### src/rtl/keyexp.sv
// SM4 key expansion: turns a 128-bit master key into 32 round keys, one round per clock.
//
// Ports:
//   CLK_i        system clock; all state changes on the rising edge
//   RST_i        asynchronous active-high reset
//   KEY_i        master key MK0..MK3, MK0 in [127:96]; sampled only on accept
//   KEY_VALID_i  expansion request; honoured only while idle, never queued
//   DEC_i        (only with KEYEXP_DEC_ORDER_EN) 1 = pack round keys in decryption order
//   RK_o         round keys; encryption order puts rk0 in [1023:992] and rk31 in [31:0]
//   RK_READY_o   one-cycle pulse marking RK_o complete
//   BUSY_o       high while an expansion is in progress (RUN and DONE)
//
// Optional feature macro: KEYEXP_DEC_ORDER_EN adds DEC_i and the reversed packing.
module keyexp (
  input  logic            CLK_i,
  input  logic            RST_i,
  input  logic [127:0]    KEY_i,
  input  logic            KEY_VALID_i,
`ifdef KEYEXP_DEC_ORDER_EN
  input  logic            DEC_i,
`endif
  output logic [1023:0]   RK_o,
  output logic            RK_READY_o,
  output logic            BUSY_o
);

  localparam logic [127:0] Fk = 128'hA3B1BAC6_56AA3350_677D9197_B27022DC;

  // SM4 S-box, entry b at bits [8*(255-b) +: 8].
  localparam logic [2047:0] Sbox = {
    128'hd690e9fecce13db716b614c228fb2c05, 128'h2b679a762abe04c3aa44132649860699,
    128'h9c4250f491ef987a33540b43edcfac62, 128'he4b31ca9c908e89580df94fa758f3fa6,
    128'h4707a7fcf37317ba83593c19e6854fa8, 128'h686b81b27164da8bf8eb0f4b70569d35,
    128'h1e240e5e6358d1a225227c3b01217887, 128'hd40046579fd327524c3602e7a0c4c89e,
    128'heabf8ad240c738b5a3f7f2cef96115a1, 128'he0ae5da49b341a55ad933230f58cb1e3,
    128'h1df6e22e8266ca60c02923ab0d534e6f, 128'hd5db3745defd8e2f03ff6a726d6c5b51,
    128'h8d1baf92bbddbc7f11d95c411f105ad8, 128'h0ac13188a5cd7bbd2d74d012b8e5b4b0,
    128'h8969974a0c96777e65b9f109c56ec684, 128'h18f07dec3adc4d2079ee5f3ed7cb3948
  };

  typedef enum logic [1:0] {StIdle, StRun, StDone} state_e;

  state_e          state_q, state_d;
  logic [4:0]      cnt_q;
  logic [127:0]    kw_q;     // K window, K_i in [127:96]
  logic [1023:0]   rk_q;
  logic            dec_q;
  logic            accept;

  logic [7:0]      ck_base;
  logic [31:0]     ck, t_in, tau, rk_new;

  function automatic logic [7:0] sbox_lu(input logic [7:0] b);
    return Sbox[{~b, 3'b000} +: 8];
  endfunction

  // CK byte j of round i is 7*(4i+j) mod 256, so consecutive bytes step by 7.
  always_comb begin
    ck_base = 8'(cnt_q) * 8'd28;
    ck      = {ck_base, ck_base + 8'd7, ck_base + 8'd14, ck_base + 8'd21};
    t_in    = kw_q[95:64] ^ kw_q[63:32] ^ kw_q[31:0] ^ ck;
    tau     = {sbox_lu(t_in[31:24]), sbox_lu(t_in[23:16]),
               sbox_lu(t_in[15:8]),  sbox_lu(t_in[7:0])};
    rk_new  = kw_q[127:96] ^ tau ^ {tau[18:0], tau[31:19]} ^ {tau[8:0], tau[31:9]};
  end

  always_comb begin
    state_d    = state_q;
    accept     = 1'b0;
    RK_READY_o = 1'b0;
    BUSY_o     = 1'b0;
    unique case (state_q)
      StIdle: begin
        if (KEY_VALID_i) begin
          accept  = 1'b1;
          state_d = StRun;
        end
      end
      StRun: begin
        BUSY_o = 1'b1;
        if (cnt_q == 5'd31) state_d = StDone;
      end
      StDone: begin
        BUSY_o     = 1'b1;
        RK_READY_o = 1'b1;
        state_d    = StIdle;
      end
      default: state_d = StIdle;
    endcase
  end

  // The counter wraps 31 -> 0 exactly on the RUN-to-DONE edge.
  always_ff @(posedge CLK_i or posedge RST_i) begin
    if (RST_i) begin
      state_q <= StIdle;
      cnt_q   <= '0;
      kw_q    <= '0;
      rk_q    <= '0;
    end else begin
      state_q <= state_d;
      if (accept) begin
        kw_q  <= KEY_i ^ Fk;
        cnt_q <= '0;
      end else if (state_q == StRun) begin
        kw_q  <= {kw_q[95:0], rk_new};
        cnt_q <= cnt_q + 5'd1;
        if (dec_q) rk_q <= {rk_new, rk_q[1023:32]};
        else       rk_q <= {rk_q[991:0], rk_new};
      end
    end
  end

`ifdef KEYEXP_DEC_ORDER_EN
  always_ff @(posedge CLK_i or posedge RST_i) begin
    if (RST_i)       dec_q <= 1'b0;
    else if (accept) dec_q <= DEC_i;
  end
`else
  assign dec_q = 1'b0;
`endif

  assign RK_o = rk_q;

endmodule

### config.mk
export PLATFORM = sky130hd
export DESIGN_NAME = keyexp
export DESIGN_NICKNAME = d
export VERILOG_FILES = /design/src/rtl/keyexp.sv
export SDC_FILE = /design/constraint.sdc
export NUM_CORES = 2
export LEC_CHECK = 0
export ABC_AREA = 1
export BUFFER_PORTS_ARGS = -buffer_cell sky130_fd_sc_hd__clkbuf_2
export CORE_AREA = 4 4 442 444
export CTS_CLUSTER_SIZE = 20
export DETAILED_ROUTE_END_ITERATION = 10
export DIE_AREA = 0 0 446 448
export PLACE_DENSITY = 0.5
export SYNTH_ARGS = -nofsm -noshare
export SYNTH_HDL_FRONTEND = slang
export SYNTH_SLANG_ARGS = --single-unit
### constraint.sdc
create_clock -name CLK_i -period 60.4 [get_ports CLK_i]
set_clock_uncertainty 0.05 [all_clocks]
set_input_delay 3.02 -clock CLK_i [delete_from_list [all_inputs] [get_ports CLK_i]]
set_output_delay 3.02 -clock CLK_i [all_outputs]
set_load 0.1 [all_outputs]
==> results.yml <==
cts:
  htree_levels: 4
  clock_sinks: 1159
  cts_buffers: 137
  clk_pin_slew_ns: 0.06
  cts_resized: 0
  clk_path_buf_depth: 3
  cts_root_buf: "clkbuf_16"
  clock_latency_ns: 0.83
  cts_setup_buffers: 0
  cts_tree: "done"
  ctsHoldBuffers: 0
finish:
  finalNetCount: 9417
  final_cell_mix: "nand2_1 (4,428), nand3_1 (1,250), dfrtp_1 (1,159)"
  multi_input_area_um2: 27800
  final_common_cell: "nand2_1"
  regArea_um2: 29000
  area_delta_synth_final_pct: 20.0
  num-fill-cells: 20600
  drive_gt1_share_pct: 17.1
worst_setup_path:
  crit_path_cell_trace: "clkbuf_2 -> inv_8 -> buf_4 -> buf_4 -> buf_4 -> buf_4 -> buf_4 -> buf_4"
  worst_setup_path_start_kind: "input pin"
  worst_ep_required_time_ns: 61.17
  cpMostUsedCell: "buf_4"
  criticalPathCategory: "input pin to asynchronous set/reset pin"
  arrival_ns: 8.76
  crit_path_max_incr_delay_ns: 0.88
  end_kind: "asynchronous set/reset pin"
  crit_slowest_cell: "buf_4"
  crit_fanout: 99
  reg2regPathDepth: 18
sta:
  finalHoldViolCount: 0
  tns_ns: 0
  timing.fmax_ghz: 0.125
  fin_crit_sh_pct: 13.2
  setup_violations: 0
  slew_violations: 0
  min_period_ns: 8.00
  slew_headroom_pct: 16.8
  tightest_slew_ns: 1.25
  rsz0062_at_grt: "no"
yosys:
  postSynth.asyncResetShare_pct: 100
  synth_area_leaders: "dfrtp_1 (48%), nand2_1 (28%), nand3_1 (10%)"
  synth_nets: 8527
  syn_inst: 8321
  ys_seq_area_share_pct: 48.1
  synth_top_area_share_pct: 48.1
  yosysTopAreaCell: "dfrtp_1"
  synth_warnings: 0
  synth-seq-cells: 1159
  synth_edf_count: 0
  synth_area_um2: 60300
  yosysUniqueCellTypes: 43
  synth_area_per_cell_um2: 7.25
  synth_ff_type: "dfrtp_1"
global_route:
  grt_pass1_wl_um: 439000
  overflow: 0
  antenna_found_initial: 25
  grt_start_max_net_pins: 224
  grt_usage_pct: 30.4
  grt_pass1_vias: 57400
placed_design:
  dp_hpwl_um: 239000
  routabilityCongestion: 0.938
  portBuffers: 1156
floorplanning:
  io_pins: 1157
  rows: 161
  initial_utilization_pct: 31.5
  dieArea_um2: 200000
  die_w_um: 446
  die_h_um: 448
  core-area_um2: 192000
drt:
  drc: 0
  wirelength_um: 316000
  wire_per_inst_um: 26.6
  dr.pass1.iters: 8
  postRouteAntennaNets: 0
  vias: 61400
  drt_iter0_markers: 7074
  viasPerCell: 5.18
run:
  max-cap-violations: 0
outcome:
  outcome: "finished, final reports clean"
worst_hold_path:
  hold_depth: 2
  min_path_type: "register to register"
[Yosys cell counts, types with 31 or more instances]
library cell,number
inv_1,333
buf_2,90
nand2_1,4433
buf_4,31
nand4_1,61
nand2_2,40
ha_1,70
nor2_1,78
nand3_1,1250
o221ai_1,78
a21oi_1,41
inv_2,37
clkbuf_1,296
buf_1,32
dfrtp_1,1159
o21ai_0,100
[registers in the layout, indices dropped and copies added (netlist names)]
| name | cells |
|---|---|
| RK_o | 1024 |
| kw_q | 128 |
| cnt_q | 5 |
| state_q | 2 |
[area by class of cell]
class                           instances  share of cell area [%]
Sequential cell                      1159                    40.1
Timing Repair Buffer                 1227                    8.84
Antenna cell                           12                  0.0415
Inverter                              375                    1.98
Clock inverter                         33                   0.640
Tap cell                             2526                    4.37
Clock buffer                          206                    5.63
Multi-Input combinational cell       6311                    38.4
[cells by family after synthesis]
kind of cell    count (synthesis)  share of synthesized area, %
simple gates                 5918                          40.4
fa+ha+maj                      75                          1.62
xor+xnor                       48                         0.946
compound gates                270                          2.88
flops                        1159                          48.1
buf+inv                       851                          6.02
[worst paths after layout]
check	end	start	slack (ns)
max in group CLK_i	RK_o[13]	cnt_q[2]	55.00
max reg2reg	RK_o[13]	cnt_q[2]	55.00
max	RK_o[177]	RST_i	52.40
min in group asynchronous	RK_o[492]	RST_i	2.25
min reg2reg	RK_o[1008]	RK_o[1008]	0.42
min	RK_o[1008]	RK_o[1008]	0.42
[metal layers]
metal  GRT usage [%]  up-vias  wire, µm
met5               0        -        11
met2            50.8     2606    151000
met1            37.7    30000    125000
met3            5.50      521     21700
li1                -    28200         -
met4            15.2        2     17800
[critical path, delay by kind of cell]
family / cells / cell delay (ns)
buf+inv: 8 / 5.42
[through the flow]
step	worst slack (ns)	instances	cell area (µm²)	hold WS (ns)	util, %
after global routing	51.48	11800	72300	0.451	37.8
after floorplan	24.69	8321	60300	0.409	-
after detailed placement	51.31	11600	67800	0.411	35.4
final	52.40	11800	72300	0.424	37.8
after CTS	52.20	11800	72300	0.425	37.7
after global placement	51.34	11600	67800	0.407	35.4
Power is left out: the tool's default activity adds up to more than one toggle a clock period on the data nets, which glitch-free logic cannot reach.
